[src/rtl/lamp_pkg.sv]
// ---------------------------------------------------------------------------
// lamp_pkg
// Definitions shared by the framebuffer and its read-side scanner: the
// scanner state enumeration, the board geometry, the default channel word
// width, and a counter-width helper.
// ---------------------------------------------------------------------------
package lamp_pkg;

    // Channels driven by one LED driver board.
    localparam int c_chan_per_board = 32;

    // Default bits per channel word.
    localparam int c_bpc_default = 12;

    typedef enum logic [2:0] {
        IDLE,
        FETCH,
        SHIFT,
        LATCH,
        DONE
    } scan_state_t;

    // $clog2(n), but never narrower than one bit, so that a counter which
    // only ever holds 0 still has a legal declaration.
    function automatic int min_width(input int n);
        return (n <= 1) ? 1 : $clog2(n);
    endfunction

endpackage

[src/rtl/sclk_divider.sv]
// ---------------------------------------------------------------------------
// sclk_divider
// Times one serial bit as two phases of c_clkdiv system clocks each.
//
// Ports:
//   i_clk        system clock
//   i_rst        asynchronous, active-high reset
//   i_en         count while high; held cleared while low
//   o_phase_stb  high in the last cycle of the low phase (SCLK rises next)
//   o_bit_end    high in the last cycle of the high phase (bit complete)
// ---------------------------------------------------------------------------
module sclk_divider
    import lamp_pkg::*;
#(
    parameter int c_clkdiv = 2
) (
    input  logic i_clk,
    input  logic i_rst,
    input  logic i_en,
    output logic o_phase_stb,
    output logic o_bit_end
);

    localparam int                 c_cnt_w    = min_width(c_clkdiv);
    localparam logic [c_cnt_w-1:0] c_cnt_last = c_cnt_w'(c_clkdiv - 1);

    logic [c_cnt_w-1:0] cnt;
    logic               phase_hi;

    // NOTE: clocked state is always written with non-blocking assignments so
    // every register samples the values from before the edge.
    always_ff @(posedge i_clk or posedge i_rst) begin
        if (i_rst) begin
            cnt      <= '0;
            phase_hi <= 1'b0;
        end else if (!i_en) begin
            // Each enable window starts at the beginning of a low phase.
            cnt      <= '0;
            phase_hi <= 1'b0;
        end else if (cnt == c_cnt_last) begin
            cnt      <= '0;
            phase_hi <= ~phase_hi;
        end else begin
            cnt      <= cnt + c_cnt_w'(1);
        end
    end

    assign o_phase_stb = i_en && (cnt == c_cnt_last) && !phase_hi;
    assign o_bit_end   = i_en && (cnt == c_cnt_last) &&  phase_hi;

endmodule

[src/rtl/framebuffer_scanner.sv]
// ---------------------------------------------------------------------------
// framebuffer_scanner
// On each frame request, reads every channel word from the framebuffer
// (highest address first), shifts each word MSB first into the LED driver
// daisy chain, then issues a latch pulse and a one-cycle done strobe.
//
// Ports:
//   i_clk    system clock
//   i_rst    asynchronous, active-high reset
//   i_start  one-cycle frame request, accepted only in IDLE
//   o_raddr  framebuffer read address
//   i_rdata  framebuffer read data, captured at the end of the 2nd FETCH cycle
//   o_sclk   serial clock; drivers sample on the rising edge
//   o_sdata  serial data, MSB first
//   o_latch  latch pulse, c_latch_cycles long
//   o_busy   frame in progress
//   o_done   one-cycle strobe when the frame is complete
// ---------------------------------------------------------------------------
module framebuffer_scanner
    import lamp_pkg::*;
#(
    parameter  int c_ledboards    = 30,
    parameter  int c_bpc          = c_bpc_default,
    parameter  int c_clkdiv       = 2,
    parameter  int c_latch_cycles = 4,
    localparam int c_channels     = c_ledboards * c_chan_per_board,
    localparam int c_addr_w       = $clog2(c_channels)
) (
    input  logic                i_clk,
    input  logic                i_rst,
    input  logic                i_start,
    output logic [c_addr_w-1:0] o_raddr,
    input  logic [c_bpc-1:0]    i_rdata,
    output logic                o_sclk,
    output logic                o_sdata,
    output logic                o_latch,
    output logic                o_busy,
    output logic                o_done
);

    localparam logic [c_addr_w-1:0] c_last_addr = c_addr_w'(c_channels - 1);
    localparam int                  c_bit_w     = min_width(c_bpc);
    localparam logic [c_bit_w-1:0]  c_last_bit  = c_bit_w'(c_bpc - 1);
    localparam int                  c_lat_w     = min_width(c_latch_cycles + 1);
    localparam logic [c_lat_w-1:0]  c_last_lat  = c_lat_w'(c_latch_cycles - 1);

    scan_state_t        state_q, state_d;
    logic [c_bpc-1:0]   shreg;
    logic [c_bit_w-1:0] bit_cnt;
    logic [c_lat_w-1:0] lat_cnt;
    logic               fetch_second;
    logic               sclk_q;
    logic               phase_stb;
    logic               bit_end;

    sclk_divider #(
        .c_clkdiv (c_clkdiv)
    ) u_sclk_divider (
        .i_clk       (i_clk),
        .i_rst       (i_rst),
        .i_en        (state_q == SHIFT),
        .o_phase_stb (phase_stb),
        .o_bit_end   (bit_end)
    );

    // ---- state register ----
    always_ff @(posedge i_clk or posedge i_rst) begin
        if (i_rst) begin
            state_q <= IDLE;
        end else begin
            state_q <= state_d;
        end
    end

    // ---- next-state logic ----
    // NOTE: the default assignment at the top of every combinational block
    // keeps each path fully specified, so no latch is inferred.
    always_comb begin
        state_d = state_q;
        case (state_q)
            IDLE:    if (i_start) state_d = FETCH;
            FETCH:   if (fetch_second) state_d = SHIFT;
            SHIFT:   if (bit_end && (bit_cnt == '0))
                         state_d = (o_raddr == '0) ? LATCH : FETCH;
            LATCH:   if (lat_cnt == c_last_lat) state_d = DONE;
            DONE:    state_d = IDLE;
            default: state_d = IDLE;
        endcase
    end

    // ---- outputs ----
    always_comb begin
        o_busy  = 1'b0;
        o_latch = 1'b0;
        o_done  = 1'b0;
        o_sdata = 1'b0;
        case (state_q)
            FETCH:   o_busy = 1'b1;
            SHIFT: begin
                o_busy  = 1'b1;
                o_sdata = shreg[c_bpc-1];
            end
            LATCH: begin
                o_busy  = 1'b1;
                o_latch = 1'b1;
            end
            DONE:    o_done = 1'b1;
            default: ;
        endcase
    end

    // SCLK is registered from the divider strobes. bit_end always precedes
    // leaving SHIFT, so it is guaranteed low in every other state.
    assign o_sclk = sclk_q;

    // ---- datapath ----
    // NOTE: the shift register is an ordinary register, not a memory, so it
    // is cleared on reset along with the counters.
    always_ff @(posedge i_clk or posedge i_rst) begin
        if (i_rst) begin
            o_raddr      <= c_last_addr;
            shreg        <= '0;
            bit_cnt      <= '0;
            lat_cnt      <= '0;
            fetch_second <= 1'b0;
            sclk_q       <= 1'b0;
        end else begin
            // Marks the second of the two FETCH cycles.
            fetch_second <= (state_q == FETCH) && !fetch_second;

            // Tops out at c_latch_cycles, which fits the counter width.
            lat_cnt <= (state_q == LATCH) ? lat_cnt + c_lat_w'(1) : '0;

            if (bit_end) begin
                sclk_q <= 1'b0;
            end else if (phase_stb) begin
                sclk_q <= 1'b1;
            end

            case (state_q)
                IDLE: begin
                    if (i_start) o_raddr <= c_last_addr;
                end
                FETCH: begin
                    // o_raddr has been stable since entering FETCH, so the
                    // framebuffer's output register holds this word now.
                    if (fetch_second) begin
                        shreg   <= i_rdata;
                        bit_cnt <= c_last_bit;
                    end
                end
                SHIFT: begin
                    if (bit_end) begin
                        if (bit_cnt == '0) begin
                            // Address stops at 0; reloaded on the next start.
                            if (o_raddr != '0) o_raddr <= o_raddr - c_addr_w'(1);
                        end else begin
                            shreg   <= {shreg[c_bpc-2:0], 1'b0};
                            bit_cnt <= bit_cnt - c_bit_w'(1);
                        end
                    end
                end
                default: ;
            endcase
        end
    end

endmodule
[config.mk]
export PLATFORM = sky130hd
export DESIGN_NAME = framebuffer_scanner
export DESIGN_NICKNAME = d
export VERILOG_FILES = /design/src/rtl/lamp_pkg.sv /design/src/rtl/sclk_divider.sv /design/src/rtl/framebuffer_scanner.sv
export SDC_FILE = /design/constraint.sdc
export NUM_CORES = 1
export LEC_CHECK = 0
export CAP_MARGIN = 20
export CORE_MARGIN = 2
export CORE_UTILIZATION = 55
export DETAILED_ROUTE_END_ITERATION = 12
export DONT_BUFFER_PORTS = 1
export PLACE_DENSITY = 0.69
export SYNTH_ARGS = -nofsm -noshare
export SYNTH_HDL_FRONTEND = slang
export SYNTH_SLANG_ARGS = --single-unit
[constraint.sdc]
create_clock -name i_clk -period 1.8 [get_ports i_clk]
set_input_delay 0.18 -clock i_clk [delete_from_list [all_inputs] [get_ports i_clk]]
set_output_delay 0.18 -clock i_clk [all_outputs]
set_load 0.005 [all_outputs]
## Yosys cells after proc, flatten, opt, wreduce, memory -nomap -nowiden

Index checks and enable logic that the tools add are counted.

- Reductions and logical operators: 18
- Shift operators: 0
- $lt $le $gt $ge: 0
- Divide/modulo/power cells: 0
- $mul: 0
- Add/sub/neg operators: 4
- Equal/unequal tests: 14
- Bitwise operators: 1
- Muxes and demuxes: 30

Operators with widths:

| kind | count |
|---|---|
| $mux W10 | 4 |
| $mux W12 | 3 |
| $pmux W12 S2 | 1 |
| $pmux W10 S2 | 1 |
| $ne A2 B2 Y1 const B | 9 |
| $mux W3 | 5 |
| $mux W4 | 3 |
| $pmux W3 S4 | 1 |
| $logic_not A10 Y1 | 1 |
| $mux W1 | 10 |
| $reduce_bool A10 Y1 | 1 |
| $sub A10 B1 Y10 const B | 1 |
| $eq A3 B2 Y1 const B | 3 |
| $pmux W4 S2 | 1 |
| $reduce_and A4 Y1 | 2 |
| $reduce_bool A2 Y1 | 3 |
| $logic_and A1 B1 Y1 | 5 |
| $reduce_and A5 Y1 | 1 |
| $logic_not A4 Y1 | 1 |
| $sub A4 B1 Y4 const B | 1 |
| $add A3 B1 Y3 const B | 1 |
| $eq A3 B1 Y1 const B | 1 |
| $eq A3 B3 Y1 const B | 1 |
| $logic_not A3 Y1 | 1 |
| other kinds (5) | 6 |

- RAM bits: 0
- Register bits after elaboration: 36
- Memories: 0
- Logic and storage cells: 76
- Memory bits (read-only): 0
- Latch bits: 0
- Input bits: 15

## Longest topological paths before layout

Gate-level depths: netlist of the first run.

- Depth after elaboration: 6
- Mapped depth: 8
- Gate-level depth less buffers: 6

## Hierarchy

A second synthesis of the first run with hierarchy kept.

- Cell total of the unflattened synthesis: 197
- Area, all modules: 1,986.9 um2

By module, submodules not included:

| module | times used | cells an instance | area an instance (um2) |
|---|---|---|---|
| framebuffer_scanner | 1 | 188 | 1,894.3 |
| sclk_divider | 1 | 9 | 92.6 |

## Worst setup path after synthesis of the first run

No wires, ideal clock.

- Kind: register -> register
- From: reg bit_cnt[0]
- To: reg bit_cnt[2]
- Arrival time: 1,708 ps
- Setup slack: -36 ps
- Period minus slack after synthesis: 1,836 ps
- Library setup time: 127 ps
- Stages on the path, launching flop included: 8
- Cell sequence: dfrtp_1 -> inv_1 -> ha_1 -> or3b_4 -> a21o_1 -> buf_4 -> nand3_1 -> mux2_1

- Word-level cells in the longest chain between the ends: 4
- Elaborated cells on any way between the ends: 7
- Classes of those cells: add/sub (1); eq/ne (1); mux (3); reduce/logical (2)

Ends and longest elaborated chain:

| what | line | text |
|---|---|---|
| start, declared | framebuffer_scanner.sv:49 | `logic [c_bit_w-1:0] bit_cnt;` |
| start signal, assigned | framebuffer_scanner.sv:149 | `bit_cnt <= c_last_bit;` |
| start signal, assigned | framebuffer_scanner.sv:159 | `bit_cnt <= bit_cnt - c_bit_w'(1);` |
| $sub A4 B1 Y4 | framebuffer_scanner.sv:159 |  |
| $mux W4 | framebuffer_scanner.sv:154 | `if (bit_cnt == '0) begin` |
| $mux W4 | framebuffer_scanner.sv:153 | `if (bit_end) begin` |
| $pmux W4 S2 | framebuffer_scanner.sv:140 | `case (state_q)` |

Parallel ways exist; a longest one is shown, timed or not. The select of a mux whose other input is x is not followed.
A chain may end at the register's enable or synchronous reset.

## Worst setup path in the final report of the first run

- From: reg bit_cnt[0]
- To: reg o_raddr[2]

- Word-level cells in the longest chain between the ends: 3

Ends and longest elaborated chain:

| what | line | text |
|---|---|---|
| $logic_not A4 Y1 | framebuffer_scanner.sv:154 |  |
| $ne A2 B2 Y1 (no line) | -- |  |
| $reduce_and A5 Y1 (no line) | -- |  |
| end signal, assigned | framebuffer_scanner.sv:121 | `o_raddr <= c_last_addr;` |
| end signal, assigned | framebuffer_scanner.sv:142 | `if (i_start) o_raddr <= c_last_addr;` |
| end signal, assigned | framebuffer_scanner.sv:156 | `if (o_raddr != '0) o_raddr <= o_raddr - c_addr_w'(1);` |
| end, declared | framebuffer_scanner.sv:32 | `output logic [c_addr_w-1:0] o_raddr,` |

No other way between the ends.

==> results of run 1 <==
[power by group]
group	internal, mW	switching (mW)
clock network	0.193	0.256
logic	0.00629	0.0173
registers	0.811	0.000709
total	1.01	0.274
[area by class of cell]
type / instances / area [µm²]
repair buffers: 25 / 208
clock buffers: 8 / 58.8
well taps: 46 / 57.6
inverters: 9 / 33.8
multi-input cells: 140 / 975
fillers: 264 / 1140
flip-flops and latches: 36 / 916
[placed cells by master, fill, tap and decap left out, types with 6 or more instances in the layout]
cell type,Yosys,final
inv_1,9,7
dfrtp_1,27,24
dfstp_2,9,9
nand3_1,6,6
a21oi_1,16,12
nand2_1,28,27
nor2_1,14,14
a31oi_1,8,7
a41oi_1,12,12
buf_4,4,20
[synth_stat cells (all sizes together) (4+ instances only)]
| cell | count |
|---|---|
| a21oi | 16 |
| a31oi | 8 |
| a41oi | 13 |
| and2 | 5 |
| buf | 12 |
| dfrtp | 27 |
| dfstp | 9 |
| ha | 5 |
| inv | 9 |
| nand2 | 29 |
| nand2b | 4 |
| nand3 | 6 |
| nor2 | 14 |
| o21ai | 4 |
[state kept, by name, indices dropped and copies added (netlist names)]
| signal | cells |
|---|---|
| shreg | 12 |
| o_raddr | 10 |
| bit_cnt | 4 |
| lat_cnt | 3 |
| state_q | 3 |
| fetch_second | 1 |
| o_sclk | 1 |
| u_sclk_divider.cnt | 1 |
| u_sclk_divider.phase_hi | 1 |
[layer usage]
metal | up-vias | share of wire | track usage
li1 | 755 | - | -
met1 | 764 | 0.45 | 0.309
met2 | 44 | 0.49 | 0.357
met3 | 5 | 0.051 | 0.0634
met4 | 0 | 0.012 | 0.0734
met5 | - | 0 | 0
[through the flow]
stage | hold WS [ns] | setup WS [ns]
after floorplan | 0.320 | 0.0101
after global placement | 0.195 | 0.0236
after detailed placement | 0.207 | -0.0892
after CTS | 0.00708 | -0.0629
after global routing | 0.00337 | -0.135
final | 0.0164 | -0.0562
[cell families after synthesis]
kind of cell,Yosys count,synth area share
simple gates,79,0.230
compound gates,51,0.192
flops,36,0.464
buf+inv,22,0.0572
fa+ha+maj,5,0.0318
mux,4,0.0210
xor+xnor,1,0.00445
[repair_timing]
item                                    4_1_cts  5_1_grt
hold buffers                                  2        0
buffers inserted                              4        2
endpoints found under the setup margin       11       23
gates resized for setup                       4       11
hold endpoints to repair                     28        0
pin swaps                                     3        3
cloned                                        0        0
[path summary, 6_finish.rpt]
check                                         end  slack (ns)
hold / removal               shreg[1]$_DFFE_PP0P_        0.02
setup reg to reg           o_raddr[2]$_DFFE_PP1P_       -0.06
min in group asynchronous      o_sclk$_DFFE_PP0P_        0.39
hold reg to reg              lat_cnt[0]$_DFF_PP0_        0.45
max in group asynchronous  o_raddr[0]$_DFFE_PP1P_        1.06
setup / recovery           o_raddr[2]$_DFFE_PP1P_       -0.06
==> key figures, run 1 <==
Clock network
  • # H-tree levels: 2
  • Clk sink count: 36
  • Buffer levels on the longest clock path: 2
  • Clock tree from TritonCTS: yes
  • Clk_lat worst skew: 0.34 ns
  • Worst-path clk slew: 0.11 ns
  • CTS Buf Count: 5
  • Clock tree root driver cell: clkbuf_4

Synthesis
  • Main area contributors after synthesis: dfrtp_1, dfstp_2, nand2_1
  • Synth area leader: dfrtp_1
  • Fraction of synthesized cell area taken by the top area cell type: 0.344
  • Fraction of the yosys area taken by sequential cells: 0.464
  • Post-synthesis instance area: 0.00197 mm²
  • Number of enable flip-flop cells after synthesis: 0
  • Number of distinct library cells after synthesis: 48
  • Mean post-synth cell area: 9.93 µm²
  • Yosys warns: 0
  • Dominant synthesized flop cell: dfrtp_1
  • Async set-or-reset flop fraction in the synthesized netlist: 1.00
  • Flops & latches, synth: 36
  • Post-Synthesis Net Count: 218
  • Gate Count Post-Synth: 198

STA
  • Minimum clock period after layout: 1.86 ns
  • Final setup margin: -0.0562 ns
  • Final setup violation count: 9
  • Maximum clock frequency: 539 MHz
  • Period utilisation layout: 1.03
  • Setup repair after global routing missed its margin: yes
  • Pins over their slew limit: 0
  • Final Hold Fails: 0
  • Setup clock skew after layout: 0.00664 ns
  • Total Neg Setup Slack: -0.255 ns
  • Pin slew with the least headroom to its limit: 0.451 ns
  • Relative slew slack: 0.699

Floorplan
  • Num ports: 30
  • Core area: 0.00339 mm²
  • Die Footprint: 0.00407 mm²
  • Number of standard-cell rows in the floorplan: 21
  • Y dimension of the die: 63.8 µm
  • Width of the chip: 63.8 µm
  • Initial Utilization: 0.580

Critical path
  • Maximum fanout along the worst path: 5
  • Crit-path slowest cell: dfrtp_1
  • Critical path type: register to register
  • Start point of the critical path: bit_cnt[0]$_DFFE_PP0P_
  • Series of cell instances along the critical path: inv_2 > ha_1 > or3b_4 > a221oi_4 > buf_6 > a31oi_4 > a31oi_1
  • Family with the most delay on the worst path: compound AO/OA/AOI/OAI gates
  • Critical path capture point type: register
  • Combined buffer and inverter count along the critical path: 2
  • Peak per-stage delay on the critical path: 0.41 ns
  • Start of the worst register-to-register path: bit_cnt[0]$_DFFE_PP0P_
  • Worst EP required: 2.06 ns
  • Cells on worst reg2reg path: 7
  • Launching element type of the critical path: register
  • Critical path arrival: 2.12 ns
  • Total stage count of the critical path: 7

GRT
  • Via count of the first global-routing pass: 1633
  • Residual overflow from global routing: 0
  • Tot GR Track Use: 0.229
  • Maximum number of pins on one net before global-route repair: 37
  • Global-route wire length before repair: 7250 µm
  • Antenna violations before repair: 0

Status
  • Failing checks: negative setup slack
  • Status: finished, violations left

Pwr
  • Overall power of the completed layout: 1.28 mW
  • Power density cells: 571 mW/mm²
  • Worst-case vdd ir drop: 0.420 mV
  • Leakage power summed over all cells: 1.01 nW

Worst hold path
  • Path category of the worst min-delay check: primary input to register
  • Cell depth of the worst min-delay path: 2
  • Origin of the worst min-delay path: i_rdata[1]

Routing
  • Count of nets left with antenna violations after detail routing: 0
  • Wire length after detailed routing: 4220 µm
  • Routed vias: 1568
  • Routed length per placed instance: 16.0 µm
  • Drc violations: 0
  • Per-cell via count in the routed design: 5.94
  • Number of DRC markers after the initial detailed-route iteration: 99
  • Detailed-router iteration count before antenna repair: 4

Layout
  • Final design utilization: 0.663
  • Fin nets: 237
  • Post-Layout Inst Area: 0.00225 mm²
  • Relative area change from synthesis to final layout: 14.3%
  • Post-route non-filler standard cell count: 264
  • Antenna diode count: 0
  • Layout cell share with drive strength beyond 1: 0.275

Placed design
  • Count of placed standard cells including taps: 248
  • Sum of net half-perimeters after detailed placement: 2910 µm
  • Final GP Congestion: 0.789
  • IO Port Bufs: 0
  • Area post-placement: 0.00207 mm²

Job
  • Max-capacitance violation count: 0
Power figures use the tool's default switching activity.
==> run 2, diff against run 1 <==
CORE_ASPECT_RATIO = 1.1   (was not set)
==> key figures, run 2 (synthesis gave the netlist of run 1 again) <==
Placed design
  • IO Port Bufs: 0 (unchanged)
  • Area post-placement: 0.00207 mm² (about the same)
  • Sum of net half-perimeters after detailed placement: 2800 µm (was 2910 µm)
  • Final GP Congestion: 0.827 (was 0.789)

Routing
  • Count of nets left with antenna violations after detail routing: 0 (unchanged)
  • Per-cell via count in the routed design: 6.07 (was 5.94)
  • Routed length per placed instance: 16.6 µm (was 16.0 µm)
  • Routed vias: 1640 (was 1568)
  • Number of DRC markers after the initial detailed-route iteration: 113 (was 99)
  • Drc violations: 0 (unchanged)
  • Detailed-router iteration count before antenna repair: 6 (was 4)
  • Wire length after detailed routing: 4490 µm (was 4220 µm)

Floorplan
  • Num ports: 30 (unchanged)
  • Number of standard-cell rows in the floorplan: 22 (was 21)
  • Y dimension of the die: 66.7 µm (was 63.8 µm)
  • Die Footprint: 0.00407 mm² (about the same)
  • Core area: 0.00339 mm² (about the same)
  • Initial Utilization: 0.581 (was 0.580)
  • Width of the chip: 61.0 µm (was 63.8 µm)

Layout
  • Post-Layout Inst Area: 0.00248 mm² (was 0.00225 mm²)
  • Number of flip-flops under the largest register name: 12 (unchanged)
  • Fin nets: 241 (was 237)
  • Seq. cell area: 916 µm² (unchanged)
  • Most common cell after layout, fill and taps aside: nand2_1 (unchanged)
  • Antenna diode count: 0 (unchanged)
  • Total area of multi-input combinational cells: 0.00110 mm² (was 975 µm²)
  • Relative area change from synthesis to final layout: 26.1% (was 14.3%)
  • Top library cells by usage in the layout, fill and taps aside: nand2_1, dfrtp_1, buf_4 (unchanged)
  • Layout cell share with drive strength beyond 1: 0.351 (was 0.275)
  • Number of filler instances in the final layout: 242 (was 264)
  • Largest registers in the final layout: shreg: 12 flops, o_raddr: 10 flops, bit_cnt: 4 flops (unchanged)
  • Register containing the most flip-flops in the final layout: shreg (unchanged)

Clock network
  • Buffer levels on the longest clock path: 2 (unchanged)
  • Worst-path clk slew: 0.12 ns (was 0.11 ns)
  • Clock tree from TritonCTS: yes (unchanged)
  • Clk sink count: 36 (unchanged)
  • CTS Buf Count: 5 (unchanged)
  • # H-tree levels: 2 (unchanged)
  • Clock tree root driver cell: clkbuf_4 (unchanged)
  • Clk_lat worst skew: 0.35 ns (was 0.34 ns)

STA
  • Pin slew with the least headroom to its limit: 0.388 ns (was 0.451 ns)
  • Setup clock skew after layout: 0.0149 ns (was 0.00664 ns)
  • Maximum clock frequency: 543 MHz (was 539 MHz)
  • Relative slew slack: 0.738 (was 0.699)
  • Final Hold Fails: 0 (unchanged)
  • Final setup violation count: 11 (was 9)
  • Total Neg Setup Slack: -0.285 ns (was -0.255 ns)
  • Pins over their slew limit: 0 (unchanged)
  • Period utilisation layout: 1.02 (was 1.03)
  • Final setup margin: -0.0409 ns (was -0.0562 ns)
  • Setup repair after global routing missed its margin: yes (unchanged)
  • Minimum clock period after layout: 1.84 ns (was 1.86 ns)

Critical path
  • Cells on worst reg2reg path: 7 (unchanged)
  • Peak per-stage delay on the critical path: 0.42 ns (was 0.41 ns)
  • Family with the most delay on the worst path: compound AO/OA/AOI/OAI gates (unchanged)
  • Start of the worst register-to-register path: bit_cnt[1]$_DFFE_PP0P_ (was bit_cnt[0]$_DFFE_PP0P_)
  • Critical path type: register to register (unchanged)
  • Crit-path slowest cell: dfrtp_1 (unchanged)
  • Series of cell instances along the critical path: inv_2 > ha_1 > or3b_4 > a221oi_4 > buf_6 > a31oi_1 > a31oi_1 (was inv_2 > ha_1 > or3b_4 > a221oi_4 > buf_6 > a31oi_4 > a31oi_1)
  • Critical path arrival: 2.12 ns (about the same)
  • Maximum fanout along the worst path: 10 (was 5)
  • Worst EP required: 2.08 ns (was 2.06 ns)
  • Critical path capture point type: register (unchanged)
  • Cell occurring most often along the worst timing path: a31oi_1
  • Combined buffer and inverter count along the critical path: 2 (unchanged)
  • Launching element type of the critical path: register (unchanged)
  • Start point of the critical path: bit_cnt[1]$_DFFE_PP0P_ (was bit_cnt[0]$_DFFE_PP0P_)
  • Total stage count of the critical path: 7 (unchanged)

GRT
  • Maximum number of pins on one net before global-route repair: 23 (was 37)
  • Tot GR Track Use: 0.214 (was 0.229)
  • Via count of the first global-routing pass: 1460 (was 1633)
  • Global-route wire length before repair: 6470 µm (was 7250 µm)
  • Residual overflow from global routing: 0 (unchanged)
  • Antenna violations before repair: 0 (unchanged)

Worst hold path
  • Cell depth of the worst min-delay path: 2 (unchanged)
  • Path category of the worst min-delay check: primary input to register (unchanged)
  • Origin of the worst min-delay path: i_rdata[4] (was i_rdata[1])

Status
  • Status: finished, violations left (unchanged)
  • Failing checks: negative setup slack (unchanged)

Job
  • Max-capacitance violation count: 0 (unchanged)

Pwr
  • Overall power of the completed layout: 1.42 mW (was 1.28 mW)
  • Leakage power summed over all cells: 1.06 nW (was 1.01 nW)
  • Power density cells: 573 mW/mm² (was 571 mW/mm²)
  • Worst-case vdd ir drop: 0.382 mV (was 0.420 mV)
run 2: report_power, final:
| group | internal, mW | switching, mW |
|---|---|---|
| Clock | 0.289 | 0.281 |
| Sequential | 0.811 | 0.00125 |
| Combinational | 0.0187 | 0.0210 |
| Total | 1.12 | 0.303 |
run 2: worst paths after layout:
kind	slack [ns]	to
setup / recovery	-0.04	o_raddr[2]$_DFFE_PP1P_
hold / removal	0.02	shreg[4]$_DFFE_PP0P_
setup reg to reg	-0.04	o_raddr[2]$_DFFE_PP1P_
hold reg to reg	0.44	lat_cnt[0]$_DFF_PP0_
max in group asynchronous	1.20	o_raddr[0]$_DFFE_PP1P_
min in group asynchronous	0.29	u_sclk_divider.phase_hi$_DFFE_PP0N_
run 2: cell type report:
class,instances,share of cell area
well taps,48,0.0242
clock inverters,3,0.0171
clock buffers,5,0.0151
inverters,9,0.0136
repair buffers,29,0.119
flip-flops and latches,36,0.369
multi-input cells,140,0.442
run 2: timing repair:
item,in CTS,in global routing
buffers inserted,1,1
pin swaps,2,9
endpoints found under the setup margin,18,26
hold buffers,7,2
resized for setup,5,35
gates cloned,0,2
endpoints found under the hold margin,37,2
run 2: worst register-to-register path, cell delays in order (launching register included):
cell and delay, ns:
dfrtp_1 0.42, inv_2 0.06, ha_1 0.12, or3b_4 0.40, a221oi_4 0.34, buf_6 0.18
a31oi_1 0.08, a31oi_1 0.15
run 2: stage by stage:
stage / std cells / utilization / hold WS (ns) / worst slack (ns)
global route: 270 / 0.733 / 0.00679 / -0.158
finish: 270 / 0.733 / 0.0198 / -0.0409
detailed placement: 249 / 0.611 / 0.109 / -0.0869
CTS: 265 / 0.661 / 0.000455 / -0.0540
floorplan: 198 / - / 0.320 / 0.0101
global placement: 249 / 0.611 / 0.106 / -0.00534
run 2: layer usage:
| layer | track usage | vias up | wire length, µm |
|---|---|---|---|
| li1 | - | 762 | - |
| met2 | 0.347 | 54 | 2240 |
| met5 | 0 | - | 0 |
| met1 | 0.273 | 807 | 1880 |
| met4 | 0.0842 | 0 | 147 |
| met3 | 0.0485 | 17 | 226 |
==> run 3, diff against run 2 <==
CORE_MARGIN = 4   (was 2)
==> key figures, run 3 (synthesis gave the netlist of run 1 again) <==
Layout
  • Fin nets: 231 (was 241)
  • Antenna diode count: 0 (unchanged)
  • Top library cells by usage in the layout, fill and taps aside: nand2_1, dfrtp_1, a21oi_1 (was nand2_1, dfrtp_1, buf_4)
  • Register containing the most flip-flops in the final layout: shreg (unchanged)
  • Layout cell share with drive strength beyond 1: 0.241 (was 0.351)
  • Most common cell after layout, fill and taps aside: nand2_1 (unchanged)
  • Relative area change from synthesis to final layout: 12.5% (was 26.1%)
  • Largest registers in the final layout: shreg: 12 flops, o_raddr: 10 flops, bit_cnt: 4 flops (unchanged)
  • Number of flip-flops under the largest register name: 12 (unchanged)

Clock network
  • Clk sink count: 36 (unchanged)
  • Buffer levels on the longest clock path: 2 (unchanged)
  • Clock tree root driver cell: clkbuf_4 (unchanged)
  • # H-tree levels: 2 (unchanged)
  • Clock tree from TritonCTS: yes (unchanged)
  • CTS Buf Count: 5 (unchanged)
  • Worst-path clk slew: 0.10 ns (was 0.12 ns)
  • Clk_lat worst skew: 0.35 ns (about the same)

Placed design
  • IO Port Bufs: 0 (unchanged)
  • Pre-CTS setup slack: -0.0905 ns (was -0.0869 ns)
  • Final GP Congestion: 0.796 (was 0.827)
  • Sum of net half-perimeters after detailed placement: 2910 µm (was 2800 µm)

Routing
  • Drc violations: 0 (unchanged)
  • Number of DRC markers after the initial detailed-route iteration: 77 (was 113)
  • Wire length after detailed routing: 4060 µm (was 4490 µm)
  • Routed vias: 1547 (was 1640)
  • Count of nets left with antenna violations after detail routing: 0 (unchanged)
  • Routed length per placed instance: 15.6 µm (was 16.6 µm)
  • Per-cell via count in the routed design: 5.95 (was 6.07)
  • Detailed-router iteration count before antenna repair: 4 (was 6)

GRT
  • Maximum number of pins on one net before global-route repair: 37 (was 23)
  • Antenna violations before repair: 0 (unchanged)
  • Via count of the first global-routing pass: 1580 (was 1460)
  • Tot GR Track Use: 0.199 (was 0.214)
  • Global-route wire length before repair: 7130 µm (was 6470 µm)
  • Residual overflow from global routing: 0 (unchanged)

Critical path
  • Critical path capture point type: register (unchanged)
  • Maximum fanout along the worst path: 7 (was 10)
  • Worst reg2reg endpoint: o_raddr[2]$_DFFE_PP1P_ (unchanged)
  • Cells on worst reg2reg path: 7 (unchanged)
  • Critical path arrival: 2.16 ns (was 2.12 ns)
  • Start of the worst register-to-register path: bit_cnt[0]$_DFFE_PP0P_ (was bit_cnt[1]$_DFFE_PP0P_)
  • Worst EP required: 2.08 ns (about the same)
  • Minimum setup slack among reg-to-reg paths: -0.08 ns (was -0.04 ns)
  • Critical path type: register to register (unchanged)
  • Launching element type of the critical path: register (unchanged)

STA
  • Period utilisation layout: 1.04 (was 1.02)
  • Pin slew with the least headroom to its limit: 0.470 ns (was 0.388 ns)
  • Final setup margin: -0.0798 ns (was -0.0409 ns)
  • Pins over their slew limit: 0 (unchanged)
  • Relative slew slack: 0.686 (was 0.738)
  • Final Hold Fails: 0 (unchanged)
  • Setup repair after global routing missed its margin: yes (unchanged)
  • Maximum clock frequency: 532 MHz (was 543 MHz)
  • Minimum clock period after layout: 1.88 ns (was 1.84 ns)
  • Final setup violation count: 11 (unchanged)
  • Setup clock skew after layout: 0.00775 ns (was 0.0149 ns)

Status
  • Status: finished, violations left (unchanged)
  • Failing checks: negative setup slack (unchanged)

Floorplan
  • Number of standard-cell rows in the floorplan: 22 (unchanged)
  • Core area: 0.00339 mm² (unchanged)
  • Num ports: 30 (unchanged)
  • Die Footprint: 0.00460 mm² (was 0.00407 mm²)
  • Width of the chip: 65.0 µm (was 61.0 µm)
  • Y dimension of the die: 70.7 µm (was 66.7 µm)
  • Initial Utilization: 0.581 (unchanged)

Worst hold path
  • Path category of the worst min-delay check: primary input to register (unchanged)
  • Origin of the worst min-delay path: i_rdata[2] (was i_rdata[4])
  • WHS Endpoint: shreg[2]$_DFFE_PP0P_ (was shreg[4]$_DFFE_PP0P_)
  • Cell depth of the worst min-delay path: 2 (unchanged)

Job
  • Max-capacitance violation count: 0 (unchanged)

Pwr
  • Power density cells: 581 mW/mm² (was 573 mW/mm²)
  • Leakage power summed over all cells: 0.982 nW (was 1.06 nW)
  • Overall power of the completed layout: 1.29 mW (was 1.42 mW)
  • Worst-case vdd ir drop: 0.403 mV (was 0.382 mV)
## run 3: changes by cell type in the layout (fill, tap and decap cells not counted), moves of 3 or more
cell,before,now
a41oi_1,7,12
a21oi_4,3,0
a41oi_2,6,1
a21oi_2,10,1
dfrtp_1,24,27
a21oi_1,3,15
dlygate4sd3_1,9,2
dfrtp_2,3,0
## run 3: stage by stage
step                area [µm²]  TNS (ns)  cells  hold WS [ns]  utilization
floorplan                 1970         0    198         0.320            -
global placement          2060         0    248         0.193        0.609
detailed placement        2060    -0.866    248         0.210        0.609
CTS                       2200    -0.529    260       0.00281        0.650
global route              2210     -2.21    260       0.00330        0.654
finish                    2210    -0.536    260        0.0111        0.654
## run 3: worst max path at each step
stage                                 startpoint  slack (ns)                     end  cells after the start
after floorplan           bit_cnt[0]$_DFFE_PP0P_        0.01  bit_cnt[2]$_DFFE_PP0P_                      7
after global placement    bit_cnt[1]$_DFFE_PP0P_        0.02  o_raddr[4]$_DFFE_PP1P_                      7
after detailed placement  bit_cnt[1]$_DFFE_PP0P_       -0.09  o_raddr[2]$_DFFE_PP1P_                      7
after CTS                 bit_cnt[1]$_DFFE_PP0P_       -0.07  o_raddr[4]$_DFFE_PP1P_                      7
after global routing      bit_cnt[0]$_DFFE_PP0P_       -0.18  o_raddr[5]$_DFFE_PP1P_                      7
final                     bit_cnt[0]$_DFFE_PP0P_       -0.08  o_raddr[2]$_DFFE_PP1P_                      7
## run 3: final cells by class
| type | count | area [µm²] |
|---|---|---|
| fillers | 288 | 1170 |
| clock buffers | 8 | 58.8 |
| well taps | 48 | 60.1 |
| repair buffers | 19 | 163 |
| flip-flops and latches | 36 | 912 |
| inverters | 9 | 33.8 |
| multi-input cells | 140 | 986 |
## run 3: critical path, stage by stage, from the launching register on
cell and delay (ns):
dfrtp_1 0.40, inv_2 0.08, ha_4 0.13, or3b_4 0.40
a221oi_4 0.38, buf_6 0.18, a31oi_1 0.08, a31oi_1 0.15
## run 3: layer usage
metal,vias up,global-route usage,routed length [µm]
li1,743,-,-
met1,751,0.232,1580
met2,43,0.335,2100
met3,10,0.0508,258
met4,0,0.104,110
met5,-,0,0
## run 3: repair_timing
| action | 4_1_cts | 5_1_grt |
|---|---|---|
| buffers inserted | 2 | 0 |
| pin swaps | 5 | 5 |
| setup endpoints to repair | 22 | 24 |
| gates resized for setup | 11 | 3 |
| hold buffers | 2 | 0 |
| endpoints found under the hold margin | 28 | 0 |
## run 3: report_power, final
| part | leakage (nW) | switching (mW) | total (mW) | internal [mW] |
|---|---|---|---|---|
| clock | 0.0326 | 0.260 | 0.452 | 0.193 |
| sequential | 0.450 | 0.000513 | 0.811 | 0.811 |
| combinational | 0.500 | 0.0170 | 0.0231 | 0.00607 |
| total | 0.982 | 0.277 | 1.29 | 1.01 |
